`config.mk`:
```
export PLATFORM = sky130hd
export DESIGN_NAME = noc_pkt_mux
export DESIGN_NICKNAME = d
export VERILOG_FILES = /design/src/rtl/noc_pkt_mux.sv
export SDC_FILE = /design/constraint.sdc
export NUM_CORES = 1
export LEC_CHECK = 0
export BUFFER_PORTS_ARGS = -buffer_cell sky130_fd_sc_hd__buf_2
export CAP_MARGIN = 10
export CORE_AREA = 4 4 145 147
export DETAILED_ROUTE_END_ITERATION = 8
export DIE_AREA = 0 0 149 151
export SLEW_MARGIN = 10
export SYNTH_ARGS = -nofsm -noshare
export SYNTH_HDL_FRONTEND = slang
export SYNTH_SLANG_ARGS = --single-unit
```
`constraint.sdc`:
```
create_clock -name clk -period 2.8 [get_ports clk]
set_input_delay 0.14 -clock clk [delete_from_list [all_inputs] [get_ports clk]]
set_output_delay 0.14 -clock clk [all_outputs]
set_load 0.02 [all_outputs]
```
`src/rtl/noc_pkt_mux.sv`:
```
// noc_pkt_mux: N-input to 1-output packet-granular flit multiplexer for the
// router output stage. A port wins arbitration with a HEAD flit and keeps the
// output (wormhole lock) until its TAIL flit has been forwarded.
//
// Ports:
//   clk, rst_        rising-edge clock, asynchronous active-low reset
//   idata[N*DW]      input flits, port k at [k*DW +: DW], type in top two bits
//   ivalid[N]        per-port flit valid
//   ivch[N*VCW]      per-port virtual-channel id
//   iready[N]        per-port accept (transfer = ivalid & iready at clk edge)
//   sel[SELW]        requested port when MODE=1, ignored when MODE=0
//   odata/ovch       registered output flit and its VC id
//   ovalid/oready    registered output valid / downstream accept
//   grant[N]         one-hot current owner, 0 while unlocked
//   err              one-cycle pulse after a NONE-typed valid flit was consumed
//   pkt_cnt[CNTW]    saturating count of forwarded TAIL flits
module noc_pkt_mux #(
    parameter int N    = 4,
    parameter int DW   = 66,
    parameter int VCW  = 2,
    parameter int SELW = 4,
    parameter int MODE = 0,
    parameter int CNTW = 16
) (
    input  logic              clk,
    input  logic              rst_,
    input  logic [N*DW-1:0]   idata,
    input  logic [N-1:0]      ivalid,
    input  logic [N*VCW-1:0]  ivch,
    output logic [N-1:0]      iready,
    input  logic [SELW-1:0]   sel,
    output logic [DW-1:0]     odata,
    output logic              ovalid,
    output logic [VCW-1:0]    ovch,
    input  logic              oready,
    output logic [N-1:0]      grant,
    output logic              err,
    output logic [CNTW-1:0]   pkt_cnt
);

    localparam int IW = (N > 1) ? $clog2(N) : 1;

    localparam logic [1:0] T_NONE = 2'b00;
    localparam logic [1:0] T_HEAD = 2'b01;
    localparam logic [1:0] T_TAIL = 2'b11;

    typedef enum logic {IDLE, LOCKED} state_t;

    state_t          state, next_state;
    logic [IW-1:0]   owner, next_owner;
    logic [IW-1:0]   rr_ptr;
    logic [IW-1:0]   winner;
    logic            has_winner;
    logic [N-1:0]    is_none, is_head, is_tail;
    logic            slot_free;
    logic            fwd, fwd_tail;
    logic [IW-1:0]   fwd_port;
    logic [DW-1:0]   fwd_data;
    logic [VCW-1:0]  fwd_vch;

    assign slot_free = ~ovalid | oready;

    // Per-port flit type decode, qualified by valid.
    always_comb begin
        is_none = '0;
        is_head = '0;
        is_tail = '0;
        for (int k = 0; k < N; k++) begin
            is_none[k] = ivalid[k] && (idata[k*DW+DW-2 +: 2] == T_NONE);
            is_head[k] = ivalid[k] && (idata[k*DW+DW-2 +: 2] == T_HEAD);
            is_tail[k] = ivalid[k] && (idata[k*DW+DW-2 +: 2] == T_TAIL);
        end
    end

    // Arbitration among HEAD candidates. The round-robin search wraps with an
    // explicit subtract so a non-power-of-two N never visits a phantom port.
    always_comb begin : arbitrate
        int idx;
        has_winner = 1'b0;
        winner     = '0;
        idx        = 0;
        if (MODE == 0) begin
            for (int i = 0; i < N; i++) begin
                idx = int'(rr_ptr) + i;
                if (idx >= N) idx = idx - N;
                if (!has_winner && is_head[IW'(idx)]) begin
                    has_winner = 1'b1;
                    winner     = IW'(idx);
                end
            end
        end else begin
            if (int'(sel) < N && is_head[sel[IW-1:0]]) begin
                has_winner = 1'b1;
                winner     = sel[IW-1:0];
            end
        end
    end

    // NOTE: every output of a combinational block gets a default first, so no
    // path leaves it unassigned and no latch is inferred.
    always_comb begin
        next_state = state;
        next_owner = owner;
        iready     = '0;
        fwd        = 1'b0;
        fwd_tail   = 1'b0;
        fwd_port   = owner;
        unique case (state)
            IDLE: begin
                if (has_winner) begin
                    iready[winner] = slot_free;
                    fwd_port       = winner;
                    fwd            = slot_free;
                    if (slot_free) begin
                        next_state = LOCKED;
                        next_owner = winner;
                    end
                end
            end
            LOCKED: begin
                // HEAD, DATA and TAIL from the owner are all forwarded; only
                // TAIL ends the packet.
                if (ivalid[owner] && !is_none[owner]) begin
                    iready[owner] = slot_free;
                    fwd           = slot_free;
                    fwd_tail      = is_tail[owner];
                    if (slot_free && is_tail[owner]) next_state = IDLE;
                end
            end
            default: next_state = IDLE;
        endcase
        // NONE flits are always swallowed, independent of lock and back-pressure.
        iready = iready | is_none;
    end

    always_comb begin
        fwd_data = '0;
        fwd_vch  = '0;
        for (int k = 0; k < N; k++) begin
            if (IW'(k) == fwd_port) begin
                fwd_data = idata[k*DW +: DW];
                fwd_vch  = ivch[k*VCW +: VCW];
            end
        end
    end

    always_comb begin
        grant = '0;
        if (state == LOCKED) grant[owner] = 1'b1;
    end

    // NOTE: sequential state uses non-blocking assignments so every register
    // samples the pre-edge values regardless of statement order.
    always_ff @(posedge clk or negedge rst_) begin
        if (!rst_) begin
            state <= IDLE;
            owner <= '0;
        end else begin
            state <= next_state;
            owner <= next_owner;
        end
    end

    always_ff @(posedge clk or negedge rst_) begin
        if (!rst_) begin
            odata   <= '0;
            ovch    <= '0;
            ovalid  <= 1'b0;
            err     <= 1'b0;
            pkt_cnt <= '0;
            rr_ptr  <= '0;
        end else begin
            if (fwd) begin
                odata  <= fwd_data;
                ovch   <= fwd_vch;
                ovalid <= 1'b1;
            end else if (oready) begin
                ovalid <= 1'b0;
            end
            err <= |is_none;
            if (fwd && fwd_tail && pkt_cnt != '1) pkt_cnt <= pkt_cnt + CNTW'(1);
            if (MODE == 0 && state == IDLE && fwd)
                rr_ptr <= (winner == IW'(N - 1)) ? '0 : winner + IW'(1);
        end
    end

endmodule

```
# Word-level counts from Yosys, hierarchy flattened
# Index checks and enable logic that the tools add are counted.
dict set report word_totals {
  ff_bits 91
  inputBits 283
  word_cells 143
  output_inout_bits 94
}
dict set report op_classes {
  bitwise 6
  addsub 9
  n_eq_ne 13
  n_reduce_logical 34
  order_cmp 12
  muxes 61
}
# cell n
set op_table {}
lappend op_table {{$mux W66} 4}
lappend op_table {{$mux W2} 15}
lappend op_table {{$mux W1} 27}
lappend op_table {{$logic_and A1 B1 Y1} 22}
lappend op_table {{$add A16 B1 Y16 const B} 1}
lappend op_table {{$lt A2 B4 Y1 const B} 4}
lappend op_table {{$ne A16 B16 Y1 const B} 1}
lappend op_table {{$bmux W1 S2} 7}
lappend op_table {{$mux W4} 3}
lappend op_table {{$eq A2 B2 Y1 const B} 5}
lappend op_table {{$logic_not A2 Y1} 5}
lappend op_table {{$ge A3 B3 Y1 const B} 3}
lappend op_table {{$and A4 B4 Y4} 2}
lappend op_table {{$eq A2 B1 Y1 const B} 4}
lappend op_table {{$pmux W4 S2} 1}
lappend op_table {{$sub A2 B1 Y2 const B} 4}
lappend op_table {{$add A2 B2 Y3 const B} 2}
lappend op_table {{$lt A2 B3 Y1 const B} 2}
lappend op_table {{$demux W1 S2} 2}
lappend op_table {{$eq A2 B2 Y1 const A} 2}
lappend op_table {{$ge A2 B1 Y1 const B} 2}
lappend op_table {{$logic_not A1 Y1} 4}
lappend op_table {{$or A4 B4 Y4} 1}
lappend op_table {{$pmux W1 S2} 2}
lappend op_table {{other kinds (9)} 10}

# Logic depth before layout (Yosys ltp)
dict set report depth {
  depth_word 23
  depth_mapped 10
  ltp_nobuf 8
}

# Worst setup path after synthesis
# Ideal clock, no wire load.
dict set report synth_path {
  kind {flip-flop to flip-flop}
  start {register owner[0]}
  end {register pkt_cnt[5]}
  arrival_time_ns 1.926
  stages_incl_launch_ff 9
  setup_time_ns 0.131
  synth_period_minus_slack_ns 2.058
  path_slack_ns 0.742
  required_time_ns 2.669
  n_path_buf 2
  path_cell_list {dfrtp_1 -> buf_6 -> and2_1 -> a222oi_1 -> and2_2 -> nor3b_4 -> buf_6 -> nand4_1 -> xnor2_1}
}
dict set report synth_between {
  elab_chain_len 8
  word_cells_on_any_way 14
  cone_classes {mux (10); reduce/logical (4)}
}
# element line_no
set synth_rtl {}
lappend synth_rtl {{start: declaration} 50} ;# logic [IW-1:0] owner, next_owner;
lappend synth_rtl {{start signal: assignment} 160} ;# owner <= next_owner;
lappend synth_rtl {{$bmux W1 S2} 123} ;# if (ivalid[owner] && !is_none[owner]) begin
lappend synth_rtl {{$mux W1 (implied by the code)} 123}
lappend synth_rtl {{$logic_not A1 Y1} 123}
lappend synth_rtl {{$logic_and A1 B1 Y1} 123}
lappend synth_rtl {{$mux W1} 123}
lappend synth_rtl {{$pmux W1 S2 / $mux W1 (equally long branches)} 108} ;# unique case (state)
lappend synth_rtl {{$logic_and A1 B1 Y1 (*) (2 in a row)} 181} ;# if (fwd && fwd_tail && pkt_cnt != '1) pkt_cnt <= pkt_cnt + CNTW'(1);
lappend synth_rtl {{end signal: assignment} 181}
lappend synth_rtl {{end: declaration} 38} ;# output logic [CNTW-1:0] pkt_cnt
# Mark *: on every way between the ends. The rest lies on a longest branch, timed or not. The select of a mux whose other input is x is not followed.
# A chain may end at the register's enable or synchronous reset.

# Worst setup path after layout
dict set report layout_path {
  start {register rr_ptr[1]}
  end {output iready[2]}
}
dict set report layout_between {
  elab_chain_len 23
  word_cells_on_any_way 50
  cone_classes {add/sub (7); order compare (6); mux (28); bitwise (2); reduce/logical (7)}
}
# element line_no
set layout_rtl {}
lappend layout_rtl {{start: declaration} 51} ;# logic [IW-1:0] rr_ptr;
lappend layout_rtl {{start signal: assignment} 183} ;# rr_ptr <= (winner == IW'(N - 1)) ? '0 : winner + IW'(1);
lappend layout_rtl {{parallel branches: the longest is 20 deep, another holds $add A2 B1 Y3} n/a}
lappend layout_rtl {{$mux W4 (*)} 110} ;# if (has_winner) begin
lappend layout_rtl {{$pmux W4 S2 (*)} 108}
lappend layout_rtl {{$or A4 B4 Y4 (*)} 133} ;# iready = iready | is_none;
lappend layout_rtl {{end: declaration} 30} ;# output logic [N-1:0] iready,
# Every way passes the cells marked *. The select of a mux whose other input is x is not followed.

==> impl_metrics.toml <==
[yosys]
synthesis.area_sq_mm = 0.00588
syn_inst = 527
synth_edf_count = 0
synth_seq_cells = 91
async_flop_share = 1.00
yosys_warnings = 0
synth_top_area_share = 0.388
synth_top_area_cell = "dfrtp_1"
ys_seq_area_frac = 0.388
syn_avg_cell_area_sq_um = 11.1
synth_flop_cell = "dfrtp_1"
yosys-top-cells-area = "dfrtp_1 39%, mux2i_1 23%, a221oi_2 10%"
synth_nets = 815
ys_types = 49

[grt]
first_global_vias = 5466
grtUsageTotal = 0.159
globalRouteOverflowTotal = 0
antenna_found_initial = 0
grt_start_max_net_pins = 49
grt_pass1_wl_um = 28500

[floorplan]
pin_count = 377
initial_core_util = 0.295
die_area_sq_mm = 0.0225
core-area_sq_mm = 0.0199
chipHeight_um = 151
dieWidth_um = 149
rows = 52

[timing]
hold_viol_final = 0
period_needed_ns = 2.57
finalMaxSlewViolations = 0
setup_violations = 0
tightest_slew_ns = 0.593
setup_tns_ns = 0
skew_ns = 0.00922
rsz0062_at_grt = "no"
maxSlewHeadroom = 0.605
finalCritPeriodShare = 0.916
max_freq_ghz = 0.390

[worst_setup_path]
arrival_ns = 2.43
crit_chain = "and4b_1 -> o21ai_0 -> o31a_1 -> nand2_1 -> ha_1 -> a221o_1 -> buf_2"
setup.worst_path.start_class = "flip-flop"
cp_slowest_stage_delay_ns = 0.45
crit_fanout = 7
end_kind = "primary output"
worstPathRequired_ns = 2.66
criticalPathCategory = "reg -> out"
crit_path_top_delay_cell = "dfrtp_1"

[route]
viasPerCell = 4.81
drcViolationCount = 0
wire_per_inst_um = 16.4
ant_nets = 0
vias = 5594
drt-initial-drc-count = 146
wirelength_um = 19000
dr.pass1.iters = 7

[power_and_ir_drop]
irDropWorstVdd_v = 0.000588
leakage_nw = 4.58
power_density_mw_per_mm2 = 1110
power_mw = 9.36

[final_layout]
antenna_cells = 0
syn2layout_area_growth_pct = 43.6
fill_cells = 1990
drive_above_1_share = 0.507
fin_nets = 1175

[clocking]
htree_levels = 3
post_cts_resized = 0
cts_buffer_depth = 2
clock-sinks = 91
post_cts_buffers = 0
clock_latency_ns = 0.34
numCtsBuffers = 9
cts_tree = "done"
cts-root-buf = "clkbuf_16"
clk_pin_slew_ns = 0.07

[min_path]
hp-class = "in -> reg"

[placed_design]
dp_hpwl_um = 15000
io_buffers = 372
place.gp.congestion = 0.828

[flow_run]
drv_cap = 0

[status]
outcome = "complete, no violations"
per-layer routing:
metal,vias to the layer above,part of all wire,global-route usage
met5,-,0,0
met1,2606,0.41,0.195
met3,13,0.079,0.0386
li1,2737,-,-
met2,238,0.50,0.282
met4,0,0.011,0.0384
Yosys cell counts (2+ instances only):
cell type / number
a211oi_1: 2
a21oi_1: 2
a221o_1: 3
a221oi_1: 28
a221oi_2: 39
a22oi_1: 2
and2_1: 4
and3_1: 3
and4_1: 3
buf_2: 16
buf_4: 11
buf_6: 8
clkbuf_1: 5
dfrtp_1: 91
ha_1: 5
inv_1: 3
mux2i_1: 136
nand2_1: 12
nand2b_1: 3
nand3_1: 9
nand3b_1: 4
nand4_1: 9
nor2_1: 71
nor2b_1: 3
nor3_1: 3
nor3b_1: 3
o21ai_0: 12
o2bb2ai_1: 2
o31a_1: 2
xnor2_1: 14
power breakdown:
group,leakage [nW],switching (mW),internal (mW)
combinational,3.36,3.25,2.39
sequential,1.05,0.369,1.91
clock,0.172,0.556,0.883
total,4.58,4.18,5.19
critical path, delay by kind of cell (launching register included):
family	cells	cell delay (ns)
compound gates	3	0.90
buf+inv	1	0.16
flops	1	0.45
fa+ha+maj	1	0.24
simple gates	2	0.34
worst paths after layout:
kind                             startpoint           to  slack (ns)  depth (start not counted)
worst max-delay path              rr_ptr[1]    iready[2]        0.23                          7
worst min-delay path                 oready       ovalid        0.13                          3
worst max register to register     owner[1]    odata[38]        0.32                          6
worst min register to register  pkt_cnt[13]  pkt_cnt[13]        0.49                          1
max in group asynchronous              rst_    odata[52]        1.78                          3
min in group asynchronous              rst_   pkt_cnt[0]        0.33                          2
sequential cells by signal, summed over array words and instances, names as in the netlist:
signal,count
odata,66
ovch,2
pkt_cnt,16
owner,2
err,1
rr_ptr,2
ovalid,1
state,1
through the flow:
step	util	hold WS, ns	instances	worst slack, ns	area [sq um]
6_report	0.424	0.125	1162	0.235	8440
5_1_grt	0.424	0.137	1162	0.0451	8440
4_1_cts	0.424	0.106	1162	0.211	8440
3_5_place_dp	0.406	0.181	1145	0.321	8080
3_3_place_gp	0.406	0.185	1145	0.396	8080
2_1_floorplan	-	-0.156	527	0.742	5880
final cells by class:
| class | count | area, sq um | share of cell area |
|---|---|---|---|
| Multi-Input combinational cell | 392 | 3350 | 0.397 |
| Clock buffer | 9 | 225 | 0.0267 |
| Sequential cell | 91 | 2280 | 0.270 |
| Tap cell | 270 | 338 | 0.0400 |
| Clock inverter | 7 | 124 | 0.0147 |
| Inverter | 3 | 11.3 | 0.00133 |
| Timing Repair Buffer | 390 | 2110 | 0.251 |
logic make-up after synthesis:
logic type / share of synthesized area
buffers and inverters: 0.0494
adder cells (fa/ha/maj): 0.0106
AND/OR/NAND/NOR: 0.113
multiplexers: 0.234
flip-flops: 0.388
AO/OA/AOI/OAI: 0.184
XOR/XNOR: 0.0224
cell usage in the layout (no fill, tap or decap), types with 3 or more instances in the layout:
cell type	synthesis	routed
buf_12	0	9
dfrtp_1	91	91
mux2i_1	136	136
clkbuf_16	0	9
inv_1	3	3
nand3b_1	4	4
nor3_1	3	3
and2_1	4	4
a221oi_2	39	38
bufinv_16	0	3
a221o_1	3	3
nand4_1	9	9
o21ai_0	12	12
and4_1	3	3
ha_1	5	5
xnor2_1	14	14
nand2_1	12	12
and3_1	3	3
buf_2	16	371
nor2_1	71	70
nor2b_1	3	3
buf_4	11	9
nor3b_1	3	3
nand3_1	9	9
a221oi_1	28	28
timing repair:
item	in CTS	in global routing
setup endpoints to repair	0	0
hold buffers	1	0
hold endpoints to repair	43	0
No activity file was read; power rests on OpenSTA's default activity.
